## src/rtl/logging_pkg.sv

```systemverilog
// Shared definitions for the logging capture block: register window offsets,
// CTRL/STATUS bit positions and writer FSM state encodings.
package logging_pkg;

  localparam int unsigned DATA_W = 16;
  localparam int unsigned ADDR_W = 12;

  // Register word index, decoded from sbus byte address bits [2:1]
  localparam logic [1:0] REG_CTRL   = 2'd0;
  localparam logic [1:0] REG_STATUS = 2'd1;
  localparam logic [1:0] REG_WPTR   = 2'd2;
  localparam logic [1:0] REG_COUNT  = 2'd3;

  localparam int CTRL_ENABLE = 0;
  localparam int CTRL_CIRC   = 1;
  localparam int CTRL_CLEAR  = 2;

  localparam int STAT_RUNNING    = 0;
  localparam int STAT_DONE       = 1;
  localparam int STAT_OVERFLOW   = 2;
  localparam int STAT_WRAPPED    = 3;
  localparam int STAT_FIFO_EMPTY = 4;

  localparam logic [1:0] ST_IDLE  = 2'd0;
  localparam logic [1:0] ST_WRITE = 2'd1;
  localparam logic [1:0] ST_DONE  = 2'd2;

  function automatic logic [DATA_W-1:0] sat_inc16(input logic [DATA_W-1:0] v);
    return (v == 16'hFFFF) ? v : v + 16'd1;
  endfunction

endpackage

```

## src/rtl/logging_fifo.sv

```systemverilog
// Small synchronous sample buffer: first-word-fall-through head, full/empty
// flags, synchronous flush. A push on a full FIFO is taken only with a pop.
module logging_fifo #(
  parameter int DEPTH = 4,  // power of two, at least 2
  parameter int WIDTH = 16
) (
  input  logic             wb_clk_i,
  input  logic             wb_rst_i,
  input  logic             i_push,
  input  logic [WIDTH-1:0] i_dat,
  input  logic             i_pop,
  input  logic             i_flush,
  output logic [WIDTH-1:0] o_head,
  output logic             o_full,
  output logic             o_empty
);

  localparam int AW = $clog2(DEPTH);

  logic [WIDTH-1:0] r_mem [DEPTH];
  logic [AW:0]      r_wr_ptr;
  logic [AW:0]      r_rd_ptr;
  logic             w_do_push;
  logic             w_do_pop;

  // Pointers carry one extra wrap bit to tell full from empty
  assign o_empty   = (r_wr_ptr == r_rd_ptr);
  assign o_full    = (r_wr_ptr[AW] != r_rd_ptr[AW]) &&
                     (r_wr_ptr[AW-1:0] == r_rd_ptr[AW-1:0]);
  assign w_do_pop  = i_pop && !o_empty;
  assign w_do_push = i_push && (!o_full || w_do_pop);
  assign o_head    = r_mem[r_rd_ptr[AW-1:0]];

  // NOTE: storage is deliberately not reset; the pointers alone define which entries are valid.
  always_ff @(posedge wb_clk_i) begin
    if (w_do_push && !i_flush) begin
      r_mem[r_wr_ptr[AW-1:0]] <= i_dat;
    end
  end

  // NOTE: state uses non-blocking assignments so every flop samples pre-edge values.
  always_ff @(posedge wb_clk_i or posedge wb_rst_i) begin
    if (wb_rst_i) begin
      r_wr_ptr <= '0;
      r_rd_ptr <= '0;
    end else if (i_flush) begin
      r_wr_ptr <= '0;
      r_rd_ptr <= '0;
    end else begin
      if (w_do_push) r_wr_ptr <= r_wr_ptr + (AW+1)'(1);
      if (w_do_pop)  r_rd_ptr <= r_rd_ptr + (AW+1)'(1);
    end
  end

endmodule

```

## src/rtl/logging_capture.sv

```systemverilog
// Sample logger: buffers qualified samples and writes them one word per
// Wishbone cycle into a blockram, with a small sbus register window.
module logging_capture
  import logging_pkg::*;
#(
  parameter int DEPTH      = 2048,  // log words in blockram, 2..4096
  parameter int FIFO_DEPTH = 4      // sample buffer entries, power of two
) (
  input  logic              wb_clk_i,
  input  logic              wb_rst_i,
  input  logic              sbus_wb_cyc_i,
  input  logic              sbus_wb_stb_i,
  input  logic              sbus_wb_we_i,
  input  logic [15:0]       sbus_wb_adr_i,
  input  logic [1:0]        sbus_wb_sel_i,
  input  logic [15:0]       sbus_wb_dat_i,
  output logic [15:0]       sbus_wb_dat_o,
  output logic              sbus_wb_ack_o,
  input  logic [DATA_W-1:0] sample_dat_i,
  input  logic              sample_vld_i,
  output logic              lbram_wb_cyc_o,
  output logic              lbram_wb_stb_o,
  output logic              lbram_wb_we_o,
  output logic [ADDR_W-1:0] lbram_wb_adr_o,
  output logic [DATA_W-1:0] lbram_wb_dat_o,
  input  logic              lbram_wb_ack_i
);

  logic [1:0]        r_state;
  logic              r_enable;
  logic              r_circ;
  logic              r_overflow;
  logic              r_wrapped;
  logic [ADDR_W-1:0] r_wptr;
  logic [15:0]       r_count;

  logic              w_ctrl_wr;
  logic              w_clear;
  logic              w_done;
  logic              w_running;
  logic              w_push;
  logic              w_pop;
  logic              w_last;
  logic              w_flush;
  logic              w_fifo_full;
  logic              w_fifo_empty;
  logic [DATA_W-1:0] w_fifo_head;
  logic [15:0]       w_ctrl;
  logic [15:0]       w_status;
  logic              w_unused;

  assign w_unused = ^{sbus_wb_sel_i, sbus_wb_adr_i[15:3], sbus_wb_adr_i[0]};

  assign sbus_wb_ack_o = sbus_wb_cyc_i && sbus_wb_stb_i;
  assign w_ctrl_wr     = sbus_wb_ack_o && sbus_wb_we_i && (sbus_wb_adr_i[2:1] == REG_CTRL);
  assign w_clear       = w_ctrl_wr && sbus_wb_dat_i[CTRL_CLEAR];

  assign w_done    = (r_state == ST_DONE);
  assign w_running = r_enable && !w_done;
  assign w_push    = w_running && sample_vld_i;
  // CLEAR abandons the in-flight cycle, so a coincident ack is not consumed
  assign w_pop     = (r_state == ST_WRITE) && lbram_wb_ack_i && !w_clear;
  assign w_last    = (r_wptr == ADDR_W'(DEPTH - 1));
  assign w_flush   = w_clear || (w_pop && w_last && !r_circ);

  logging_fifo #(
    .DEPTH (FIFO_DEPTH),
    .WIDTH (DATA_W)
  ) u_fifo (
    .wb_clk_i (wb_clk_i),
    .wb_rst_i (wb_rst_i),
    .i_push   (w_push),
    .i_dat    (sample_dat_i),
    .i_pop    (w_pop),
    .i_flush  (w_flush),
    .o_head   (w_fifo_head),
    .o_full   (w_fifo_full),
    .o_empty  (w_fifo_empty)
  );

  // Head is stable for the whole WRITE state: pops happen only on ack
  assign lbram_wb_cyc_o = (r_state == ST_WRITE);
  assign lbram_wb_stb_o = (r_state == ST_WRITE);
  assign lbram_wb_we_o  = (r_state == ST_WRITE);
  assign lbram_wb_adr_o = r_wptr;
  assign lbram_wb_dat_o = (r_state == ST_WRITE) ? w_fifo_head : '0;

  always_ff @(posedge wb_clk_i or posedge wb_rst_i) begin
    if (wb_rst_i) begin
      r_state    <= ST_IDLE;
      r_enable   <= 1'b0;
      r_circ     <= 1'b0;
      r_overflow <= 1'b0;
      r_wrapped  <= 1'b0;
      r_wptr     <= '0;
      r_count    <= '0;
    end else if (w_clear) begin
      r_state    <= ST_IDLE;
      r_enable   <= sbus_wb_dat_i[CTRL_ENABLE];
      r_circ     <= sbus_wb_dat_i[CTRL_CIRC];
      r_overflow <= 1'b0;
      r_wrapped  <= 1'b0;
      r_wptr     <= '0;
      r_count    <= '0;
    end else begin
      if (w_ctrl_wr) begin
        r_enable <= sbus_wb_dat_i[CTRL_ENABLE];
        r_circ   <= sbus_wb_dat_i[CTRL_CIRC];
      end
      if (w_push && w_fifo_full && !w_pop) begin
        r_overflow <= 1'b1;
      end
      case (r_state)
        ST_IDLE: begin
          if (r_enable && !w_fifo_empty) r_state <= ST_WRITE;
        end
        ST_WRITE: begin
          // Always pass through IDLE so strobes drop for a cycle between writes
          if (w_pop) begin
            r_count <= sat_inc16(r_count);
            if (w_last) begin
              r_wptr <= '0;
              if (r_circ) begin
                r_wrapped <= 1'b1;
                r_state   <= ST_IDLE;
              end else begin
                r_state   <= ST_DONE;
              end
            end else begin
              r_wptr  <= r_wptr + 1'b1;
              r_state <= ST_IDLE;
            end
          end
        end
        ST_DONE: r_state <= ST_DONE;
        default: r_state <= ST_IDLE;
      endcase
    end
  end

  // NOTE: every combinational output gets a default first so no latch is inferred.
  always_comb begin
    w_ctrl                  = '0;
    w_ctrl[CTRL_ENABLE]     = r_enable;
    w_ctrl[CTRL_CIRC]       = r_circ;
    w_status                = '0;
    w_status[STAT_RUNNING]  = w_running;
    w_status[STAT_DONE]     = w_done;
    w_status[STAT_OVERFLOW] = r_overflow;
    w_status[STAT_WRAPPED]  = r_wrapped;
    w_status[STAT_FIFO_EMPTY] = w_fifo_empty;
    sbus_wb_dat_o           = '0;
    case (sbus_wb_adr_i[2:1])
      REG_CTRL:   sbus_wb_dat_o = w_ctrl;
      REG_STATUS: sbus_wb_dat_o = w_status;
      REG_WPTR:   sbus_wb_dat_o = {{(16-ADDR_W){1'b0}}, r_wptr};
      REG_COUNT:  sbus_wb_dat_o = r_count;
      default:    sbus_wb_dat_o = '0;
    endcase
  end

endmodule

```

## config.mk

```make
export PLATFORM = sky130hd
export DESIGN_NAME = logging_capture
export DESIGN_NICKNAME = d
export VERILOG_FILES = /design/src/rtl/logging_pkg.sv /design/src/rtl/logging_fifo.sv /design/src/rtl/logging_capture.sv
export SDC_FILE = /design/constraint.sdc
export NUM_CORES = 1
export LEC_CHECK = 0
export CAP_MARGIN = 20
export CORE_UTILIZATION = 25
export CTS_BUF_LIST = sky130_fd_sc_hd__clkbuf_8
export DETAILED_ROUTE_END_ITERATION = 10
export GPL_ROUTABILITY_DRIVEN = 0
export PLACE_DENSITY = 0.53
export SETUP_SLACK_MARGIN = 0.02
export SYNTH_ARGS = -nofsm -noshare
export SYNTH_HDL_FRONTEND = slang
export SYNTH_SLANG_ARGS = --single-unit
```

## constraint.sdc

```tcl
create_clock -name wb_clk_i -period 2.9 [get_ports wb_clk_i]
set_input_delay 0.58 -clock wb_clk_i [delete_from_list [all_inputs] [get_ports wb_clk_i]]
set_output_delay 0.58 -clock wb_clk_i [all_outputs]
set_load 0.02 [all_outputs]
```

==> results.toml <==
[power_and_ir_drop]
power_density_nw_per_um2 = 738
cell_leakage_power_nw = 2.70
total_power_mw = 4.78
max-vdd-ir-drop_uv = 361

[global_routing]
grt_pass1_wl_microns = 18700
grt_max_degree = 41
grt_use_total_pct = 12.0
first_global_vias = 3375
antenna_violations_before_repair = 0
grt_overflow_total = 0

[layout]
finish.net_count = 521
layout.filler_cells = 1953
layout-drive-gt1-share_pct = 18.2
antennaDiodeCount = 0
area.growth.synth_to_final_pct = 28.8

[floorplanning]
std_cell_core_area_sq_um = 19600
start_util_pct = 25.6
dieArea_sq_um = 20700
ios = 105
die_height_microns = 144
floorplan.rows = 51
die_w_microns = 144

[sta]
finClkSkew_ns = 0.0156
worstMarginPinSlew_ns = 0.576
fmax_mhz = 360
layout_worst_path_cycle_share_pct = 95.8
maxSlewViolCount = 0
final.min_clock_period_ns = 2.78
report.final.hold_viol_count = 0
unrepaired_setup_endpoints_after_global_routing = "false"
setup_tns_ns = 0
worst_max_slew_margin_expressed_relative_to_the_limit_pct = 61.3
setup_violations = 0

[clock_tree]
clock_path_buffers = 2
cts.clk_slew.worst_paths_ns = 0.10
cts.hold.buffers_added = 0
clkLatencyLatePin_ns = 0.37
clock_tree_from_tritoncts = "done"
cts_htree_levels = 3
cts_buffers = 9
clockRootBuffer = "clkbuf_8"
clock-sinks = 104

[synthesis]
synth_area_leaders = "edfxtp_1, dfrtp_1, mux4_2"
synth_largest_area_cell = "edfxtp_1"
yosys_register_bits = 104
synthDominantCellAreaShare_pct = 38.2
total_number_of_yosys_warnings = 0
synth_fp_nets = 433
syn_area_sq_um = 5020
synthDistinctLibCells = 54
postSynthCellCount = 369
synth.yosys.seq_area_share_pct = 58.2
synthesis.area_per_instance_sq_um = 13.6

[route]
detail_route.drc_violations = 0
routed_wire_length_microns = 11700
ant_nets = 0
drt_pass1_iterations = 4
detailroute.via_count = 3284
starting_drt_drc_count = 174
routed_via_count_divided_by_cell_count = 4.52
routedWlPerCell_microns = 16.1

[worst_setup_path]
critical_path_class = "in -> out"
crit_path_max_fanout = 11
crit_path_end_kind = "output port"
worst_ep_arrival_time_ns = 2.20
setup.worst_path.start_class = "input pin"
data_required_time_of_the_critical_path_ns = 2.32

[place]
place_hpwl_microns = 8220
port_buffers = 75

[job]
cap_viol_max_count = 0

[min_path]
holdCritPathClass = "reg -> reg"

[status]
outcome = "complete, no violations"
stage by stage:
stage / cell area (sq um) / setup WS (ns) / instances / utilization (%) / hold slack, ns
after floorplan: 5030 / 0.299 / 369 / - / 0.463
after global placement: 6210 / 0.0498 / 711 / 31.7 / 0.490
after detailed placement: 6210 / 0.0440 / 711 / 31.7 / 0.510
after CTS: 6420 / 0.0234 / 727 / 32.8 / 0.525
after global routing: 6470 / 0.0300 / 727 / 33.0 / 0.569
final: 6470 / 0.120 / 727 / 33.0 / 0.521
power by group:
part	internal [mW]	total [mW]	switching, mW
combinational	0.892	1.82	0.933
clock	0.417	0.957	0.540
sequential	1.79	2.00	0.206
metal layers:
metal | global-route usage, % | up-vias | part of all wire, %
li1 | - | 1536 | -
met1 | 15.9 | 1643 | 45
met2 | 19.6 | 93 | 48
met3 | 3.13 | 12 | 6.0
met4 | 2.80 | 0 | 1.2
met5 | 0 | - | 0
cells in the mapped netlist (all sizes together):
master and n:
a41oi 1, a211oi 1, and3b 2, a31oi 6, ha 7, or3 2, buf 11, nor3b 2
nor4b 2, edfxtp 64, nor2b 25, a22o 2, and3 8, mux2i 11, dfrtp 40, o31ai 1
a311oi 1, a31o 1, nand3 10, nand2b 2, nor2 37, nand3b 1, and4bb 1, nand4 6
and2 5, nor4 4, nor3 14, nand2 19, mux4 17, o41ai 1, o21ai 3, a22oi 1
xnor2 22, mux2 7, and4 3, clkbuf 7, a21oi 11, a21o 1, inv 8, xor2 2
worst max-delay path: stages:
cell             delay, ns
clkdlybuf4s50_1       0.49
buf_4                 0.14
buf_4                 0.18
mux2i_1               0.09
nor2b_1               0.11
clkdlybuf4s50_1       0.60
sequential cells by signal, summed over array words and instances, names as in the netlist:
signal,cells
lbram_wb_adr_o,12
r_enable,1
u_fifo.r_mem,64
r_count,16
u_fifo.r_wr_ptr,3
r_state,2
u_fifo.r_rd_ptr,3
r_wrapped,1
r_circ,1
r_overflow,1
worst paths after layout:
| kind | from | endpoint | slack, ns | depth (start not counted) |
|---|---|---|---|---|
| hold / removal | r_state[1] | r_state[0] | 0.52 | 1 |
| hold reg to reg | r_state[1] | r_state[0] | 0.52 | 1 |
| setup / recovery | sbus_wb_adr_i[1] | sbus_wb_dat_o[8] | 0.12 | 6 |
| min in group asynchronous | wb_rst_i | lbram_wb_adr_o[6] | 0.64 | 3 |
| setup reg to reg | lbram_wb_adr_o[0] | u_fifo.r_mem[0][3] | 0.59 | 7 |
| max in group asynchronous | wb_rst_i | u_fifo.r_rd_ptr[0] | 1.86 | 3 |
cells in the final DEF (no fill, tap or decap), types with 15 or more instances in the layout:
cell             synthesis  layout
buf_4                    4      15
dfrtp_1                 40      39
mux4_2                  17      17
nor2_1                  37      37
clkdlybuf4s50_1          0      48
edfxtp_1                64      64
xnor2_1                 20      20
dlymetal6s2s_1           0      23
nand2_1                 19      19
nor2b_1                 25      25
kinds of logic (layout without fill, tap and decap cells):
group | count (synthesis) | in the layout | share of synthesized area [%]
xor+xnor | 24 | 24 | 4.48
flops | 104 | 104 | 58.2
compound gates | 30 | 30 | 4.56
mux | 35 | 35 | 11.4
buf+inv | 26 | 119 | 2.79
fa+ha+maj | 7 | 7 | 1.74
simple gates | 143 | 143 | 16.9
cell type report:
| type | instances | area [sq um] | share of cell area, % |
|---|---|---|---|
| flip-flops and latches | 104 | 2920 | 45.2 |
| multi-input cells | 239 | 1970 | 30.4 |
| repair buffers | 95 | 1020 | 15.7 |
| well taps | 265 | 332 | 5.12 |
| clock buffers | 9 | 124 | 1.91 |
| clock inverters | 7 | 81.3 | 1.26 |
| inverters | 8 | 30.0 | 0.464 |
what timing repair did:
item / 4_1_cts / 5_1_grt
pin swaps: 0 / 0
setup endpoints to repair: 16 / 23
resized for setup: 5 / 23
setup buffers: 0 / 0
endpoints found under the hold margin: 0 / 0
Note: power is estimated with default switching activity, not from simulation.
